===== config.mk =====
export PLATFORM = sky130hd
export DESIGN_NAME = mcu_spi_phy
export DESIGN_NICKNAME = d
export VERILOG_FILES = /design/src/rtl/mcu_spi_phy.sv
export SDC_FILE = /design/constraint.sdc
export NUM_CORES = 1
export LEC_CHECK = 0
export CORE_MARGIN = 5
export CORE_UTILIZATION = 40
export CTS_CLUSTER_DIAMETER = 60
export CTS_CLUSTER_SIZE = 12
export DETAILED_ROUTE_END_ITERATION = 12
export PLACE_DENSITY = 0.57
export SLEW_MARGIN = 0
export SYNTH_ARGS = -nofsm -noshare
export SYNTH_HDL_FRONTEND = slang
export SYNTH_SLANG_ARGS = --single-unit

===== constraint.sdc =====
create_clock -name SClk -period 2.11 [get_ports SClk]
set_input_delay 0.633 -clock SClk [delete_from_list [all_inputs] [get_ports SClk]]
set_output_delay 0.633 -clock SClk [all_outputs]
set_load 0.1 [all_outputs]

===== src/rtl/mcu_spi_phy.sv =====
// Pin-side SPI PHY between the cartridge RTC command engine and the on-cart MCU.
// Gates SClk into the MCU SPI clock, cleans up the asynchronous MCU ready pin,
// supervises clock stretch with a watchdog and counts clocked bits per frame.
module mcu_spi_phy #(
  parameter int DEGLITCH = 2,
  parameter int TIMEOUT  = 4096
) (
  input  logic       SClk,
  input  logic       Reset,
  input  logic       SPIClkRunning,
  input  logic       SPIClkStretch,
  input  logic       nMCUSel,
  input  logic       MCUReadyPin,
  output logic       MCUSPIClk,
  output logic       MCUReadyFallingEdge,
  output logic       StretchTimeout,
  output logic       StretchAbort,
  input  logic       TimeoutClear,
  output logic [6:0] FrameBits,
  output logic       FrameDone
);

  localparam int              WD_W    = $clog2(TIMEOUT);
  localparam logic [WD_W-1:0] WD_LAST = WD_W'(TIMEOUT - 1);
  localparam logic [3:0]      DG_LAST = 4'(DEGLITCH - 1);

  logic            clk_en;
  logic            ready_s1;
  logic            ready_s2;
  logic            ready_filt;
  logic            ready_filt_prev;
  logic [3:0]      dg_cnt;
  logic            stretching;
  logic            wd_fire;
  logic            wd_fired;
  logic [WD_W-1:0] wd_cnt;
  logic            nsel_prev;
  logic            frame_active;
  logic            cs_fall;
  logic            cs_rise;
  logic [6:0]      live_cnt;
  logic [6:0]      live_next;

  // All gate inputs move only at posedge SClk, i.e. while ~SClk is low, so
  // the AND cannot glitch. Reset kills the clock in the same cycle.
  assign clk_en    = SPIClkRunning & ~SPIClkStretch & ~nMCUSel & ~Reset;
  assign MCUSPIClk = clk_en & ~SClk;

  // Synchronise the ready pin and accept a new level only after it has
  // differed from the filtered level for DEGLITCH consecutive cycles.
  always_ff @(posedge SClk) begin
    if (Reset) begin
      ready_s1        <= 1'b1;
      ready_s2        <= 1'b1;
      ready_filt      <= 1'b1;
      ready_filt_prev <= 1'b1;
      dg_cnt          <= 4'd0;
    end else begin
      ready_s1        <= MCUReadyPin;
      ready_s2        <= ready_s1;
      ready_filt_prev <= ready_filt;
      if (ready_s2 != ready_filt) begin
        if (dg_cnt == DG_LAST) begin
          ready_filt <= ready_s2;
          dg_cnt     <= 4'd0;
        end else begin
          dg_cnt <= dg_cnt + 4'd1;
        end
      end else begin
        dg_cnt <= 4'd0;
      end
    end
  end

  assign MCUReadyFallingEdge = ready_filt_prev & ~ready_filt;

  // Stretch watchdog: fires once per continuous stretch, then holds until
  // the stretch drops. A set in the same cycle as a clear keeps the flag.
  assign stretching = SPIClkStretch & ~nMCUSel;
  assign wd_fire    = stretching & (wd_cnt == WD_LAST) & ~wd_fired;

  always_ff @(posedge SClk) begin
    if (Reset) begin
      wd_cnt         <= '0;
      wd_fired       <= 1'b0;
      StretchTimeout <= 1'b0;
      StretchAbort   <= 1'b0;
    end else begin
      StretchAbort <= wd_fire;
      if (!stretching) begin
        wd_cnt   <= '0;
        wd_fired <= 1'b0;
      end else if (wd_cnt == WD_LAST) begin
        wd_fired <= 1'b1;
      end else begin
        wd_cnt <= wd_cnt + WD_W'(1);
      end
      if (wd_fire) begin
        StretchTimeout <= 1'b1;
      end else if (TimeoutClear) begin
        StretchTimeout <= 1'b0;
      end
    end
  end

  assign cs_fall   = nsel_prev & ~nMCUSel;
  assign cs_rise   = ~nsel_prev & nMCUSel;
  assign live_next = (clk_en && (live_cnt != 7'd127)) ? live_cnt + 7'd1 : live_cnt;

  // Frame bit counter. A frame only reports if its falling chip-select edge
  // was seen after the last reset, so an aborted frame never pulses FrameDone.
  always_ff @(posedge SClk) begin
    if (Reset) begin
      nsel_prev    <= 1'b1;
      frame_active <= 1'b0;
      live_cnt     <= 7'd0;
      FrameBits    <= 7'd0;
      FrameDone    <= 1'b0;
    end else begin
      nsel_prev <= nMCUSel;
      FrameDone <= 1'b0;
      if (cs_fall) begin
        live_cnt     <= 7'd0;
        frame_active <= 1'b1;
      end else begin
        live_cnt <= live_next;
      end
      if (cs_rise && frame_active) begin
        FrameBits    <= live_next;
        FrameDone    <= 1'b1;
        frame_active <= 1'b0;
      end
    end
  end

endmodule


==> results.rst <==
.. list-table::
   :header-rows: 1

   * - Metric
     - Value
   * - Launching point of the worst reg2reg path
     - wd_cnt[0]$_SDFFE_PP0P_
   * - Mapped Cells
     - 172
   * - Cell-by-cell listing of the critical path
     - buf_8 -> nor2b_4 -> buf_12
   * - Count of input and output buffers
     - 18
   * - Vias in the first global route
     - 1264
   * - Family of cells with the greatest summed delay on the critical path
     - buffers and inverters
   * - Final Routed Wirelength
     - 3097 um
   * - CTS clk-pin slew, worst paths
     - 0.07 ns
   * - Portion of total power attributed to combinational logic
     - 4.9%
   * - Dominant synthesized flop cell
     - sky130_fd_sc_hd__dfxtp_1
   * - Pleak
     - 0.8109 nW
   * - Reg-to-reg endpoint
     - StretchTimeout$_SDFFE_PP0P_
   * - Total track usage
     - 13.34%
   * - Die Outline Area
     - 5369 um2
   * - GRT busiest layer
     - met2
   * - Clock Power Share
     - 48.5%
   * - Final design utilization
     - 54.68%
   * - Warnings from Yosys
     - 0
   * - Worst path required time
     - 1.48 ns
   * - Power density normalized to cell area
     - 767.9 nW/um2
   * - Slowest CP cell
     - sky130_fd_sc_hd__buf_12
   * - Count of state elements after synthesis
     - 40
   * - Antenna violations before repair
     - 0
   * - Source-to-sink clock delay at the later pin of the worst-skew pair
     - 0.39 ns
   * - Critical Path Start Type
     - clock port
   * - Hold Crit Depth
     - 1
   * - Worst setup startpoint
     - SClk
   * - Number of cells on the worst reg-to-reg path
     - 5
   * - Diodes inserted
     - 0
   * - Sequential power share
     - 46.6%
   * - Most frequent cell after synthesis
     - sky130_fd_sc_hd__dfxtp_1
   * - Clock tree from TritonCTS
     - done
   * - Final net count
     - 217
   * - Floorplan die width
     - 73.28 um
   * - Number of ports placed on the die boundary
     - 19
   * - Type of destination of the critical path
     - output port
   * - Fraction of layout instances using a drive strength above 1
     - 22.22%
   * - Buffer and inverter count on the worst path
     - 2
   * - Setup repair after global routing missed its margin
     - false
   * - Wire length of the first global-routing pass
     - 5278 um
   * - Met1 track demand over resource in global routing
     - 13.03%
   * - DRT antenna net count
     - 0
   * - Drt pass-1 iters
     - 4
   * - Remaining max-slew budget at the tightest pin
     - 68.66%
   * - GR Overflow Total
     - 0
   * - Leading area contributor after synthesis
     - sky130_fd_sc_hd__dfxtp_1
   * - Run status
     - completed
   * - Fraction of post-synthesis cell area in the top cell type by area
     - 50.00%
   * - Detailed-route via count
     - 1297
   * - Fin Setup TNS
     - 0 ns
   * - Number of max-cap violations
     - 0
   * - Filler cells
     - 338
   * - Hold crit path type
     - reg -> reg
   * - Critical path fanouts, max
     - 2
   * - Type of the worst setup path
     - clk -> out
   * - Buffer count from post-CTS setup fixing
     - 0
   * - Number of synthesized flops with an enable pin
     - 0
   * - Largest net degree at the start of global routing
     - 13
   * - End point of the most critical hold path
     - ready_s2$_SDFF_PP1_
   * - Final count of hold timing violations
     - 0
   * - Total instance count after detailed placement
     - 247
   * - Switching portion of total power
     - 20.32%
   * - Post-synthesis async set-or-reset flop share
     - 0%
   * - Global-route met2 utilization
     - 22.74%
   * - Site row count
     - 23
   * - Worst Hold Launch
     - ready_s1$_SDFF_PP1_
   * - Multi-input gate area in the final layout
     - 773.2 um2
   * - Fraction of the yosys area taken by sequential cells
     - 50.00%
   * - Setup Skew
     - 0.003231 ns
   * - Switching Power
     - 0.3363 mW
   * - Flop2flop setup slack
     - 0.32 ns
   * - Max Transition Viols Final
     - 0
   * - Routed length per instance
     - 12.05 um
   * - Mean number of vias per cell
     - 5.047
   * - GP Congestion
     - 0.8165
   * - Iteration-0 DRC count of the detailed router
     - 35
   * - DRC violations left
     - 0
   * - Starting utilization of the core area
     - 40.62%
   * - Slew at the pin closest to its max-slew limit
     - 0.4665 ns
   * - Die H
     - 73.28 um
   * - Internal power component
     - 1.319 mW
   * - Slowest cell delay on critical path
     - 0.18 ns
   * - Avg Cell Area, Syn
     - 9.311 um2
   * - Maximum vdd drop
     - 0.4203 mV
   * - Number of nets in the synthesized netlist
     - 183
   * - Flip-flop and latch area
     - 800.8 um2
   * - Core outline area
     - 3943 um2
   * - Synth-to-layout area growth
     - 34.61%
   * - Setup violators final
     - 0
   * - Signal arrival time at the worst endpoint
     - 1.45 ns
   * - Met3 usage
     - 5.472%
   * - Top area cells in the synthesized netlist
     - sky130_fd_sc_hd__dfxtp_1, sky130_fd_sc_hd__nor2_1, sky130_fd_sc_hd__nand2_1
   * - Count of non-filler cells in the finished layout
     - 257
   * - Final worst slack
     - 0.02293 ns
   * - Post-DP HPWL
     - 2370 um
   * - Post-synth cell types
     - 39
   * - Cell area after technology mapping
     - 1602 um2
   * - Setup slack at placement
     - -1.195 ns
   * - Top cells by instance count after synthesis
     - sky130_fd_sc_hd__dfxtp_1, sky130_fd_sc_hd__nor2_1, sky130_fd_sc_hd__nand2_1, sky130_fd_sc_hd__a21oi_1
   * - Total Power Consumption
     - 1.656 mW
-- worst register-to-register path, cell delays in order (launching register included) --
cell                      delay, ns
sky130_fd_sc_hd__dfxtp_1       0.41
sky130_fd_sc_hd__ha_1          0.26
sky130_fd_sc_hd__nand4_1       0.24
sky130_fd_sc_hd__or3_1         0.49
sky130_fd_sc_hd__nor3_1        0.24
sky130_fd_sc_hd__a21o_1        0.11
-- cells by family (layout without fill, tap and decap cells) --
family                   count (synthesis)  count (layout)  synth area share, %
flip-flops                              40              40                50.00
XOR/XNOR                                 8               8                4.375
AND/OR/NAND/NOR                         72              72                24.14
adder cells (fa/ha/maj)                  4               4                3.125
multiplexers                             1               1               0.6250
AO/OA/AOI/OAI                           37              37                15.39
buffers and inverters                   10              45                2.343
-- final cells by class --
| cell class | count | area share (%) |
|---|---|---|
| clock buffers | 10 | 6.732 |
| repair buffers | 28 | 14.92 |
| clock inverters | 1 | 1.393 |
| flip-flops and latches | 40 | 37.14 |
| inverters | 6 | 1.045 |
| multi-input cells | 122 | 35.87 |
| well taps | 50 | 2.902 |
-- cell usage in the layout, fill, tap and decap left out, types with 2 or more instances in the layout --
cell type / n
sky130_fd_sc_hd__nand4_1: 4
sky130_fd_sc_hd__buf_2: 2
sky130_fd_sc_hd__nor2b_1: 2
sky130_fd_sc_hd__o31ai_1: 2
sky130_fd_sc_hd__xor2_1: 2
sky130_fd_sc_hd__a311oi_1: 3
sky130_fd_sc_hd__a22o_1: 3
sky130_fd_sc_hd__buf_12: 10
sky130_fd_sc_hd__or2_2: 6
sky130_fd_sc_hd__clkdlybuf4s50_1: 2
sky130_fd_sc_hd__or4_1: 2
sky130_fd_sc_hd__nand3_1: 8
sky130_fd_sc_hd__nor2_1: 16
sky130_fd_sc_hd__nand2_1: 15
sky130_fd_sc_hd__inv_1: 6
sky130_fd_sc_hd__ha_1: 4
sky130_fd_sc_hd__o21ai_0: 8
sky130_fd_sc_hd__a21oi_1: 10
sky130_fd_sc_hd__nor3_1: 3
sky130_fd_sc_hd__a21o_1: 2
sky130_fd_sc_hd__xnor2_1: 6
sky130_fd_sc_hd__dfxtp_1: 40
sky130_fd_sc_hd__clkbuf_8: 8
sky130_fd_sc_hd__or3_1: 6
sky130_fd_sc_hd__buf_4: 13
-- power by group through the flow --
stage,Combinational [mW],Sequential (mW),Clock [mW]
floorplan,0.0452,0.789,0.0139
global placement,0.0845,0.788,0.0166
detailed placement,0.0861,0.789,0.0166
CTS,0.0835,0.771,0.813
global route,0.0899,0.773,0.866
finish,0.0819,0.771,0.802
-- registers in the layout, indices dropped and copies added, names as in the netlist --
| name | count |
|---|---|
| FrameBits | 7 |
| FrameDone | 1 |
| StretchAbort | 1 |
| StretchTimeout | 1 |
| dg_cnt | 4 |
| frame_active | 1 |
| live_cnt | 7 |
| nsel_prev | 1 |
| ready_filt | 1 |
| ready_filt_prev | 1 |
| ready_s1 | 1 |
| ready_s2 | 1 |
| wd_cnt | 12 |
| wd_fired | 1 |
-- worst max-delay path by stage --
stage	endpoint	slack (ns)	cells past startpoint
finish	MCUSPIClk	0.02	3
global route	MCUSPIClk	0.005	3
CTS	MCUSPIClk	-0.002	3
detailed placement	MCUSPIClk	-1.20	4
global placement	MCUSPIClk	-1.19	4
floorplan	MCUSPIClk	-0.12	2
-- through the flow --
stage	hold slack [ns]	cell area, um2
after global routing	0.4376	2156
after detailed placement	0.4018	2007
after CTS	0.4083	2160
final	0.4170	2156
after floorplan	0.3895	1612
after global placement	0.3954	2007
-- per-layer routing --
metal,routed length [um],share of wire [%]
met5,0,0
met4,76,2.5
met3,135,4.4
met2,1602,52
met1,1282,41
-- repair_timing --
item / CTS / global route
pin swaps: 1 / 1
setup endpoints to repair: 2 / 2
hold buffers: 0 / 0
gates resized for setup: 20 / 2
hold endpoints to repair: 0 / 0
No activity file was read; power rests on OpenSTA's default activity.
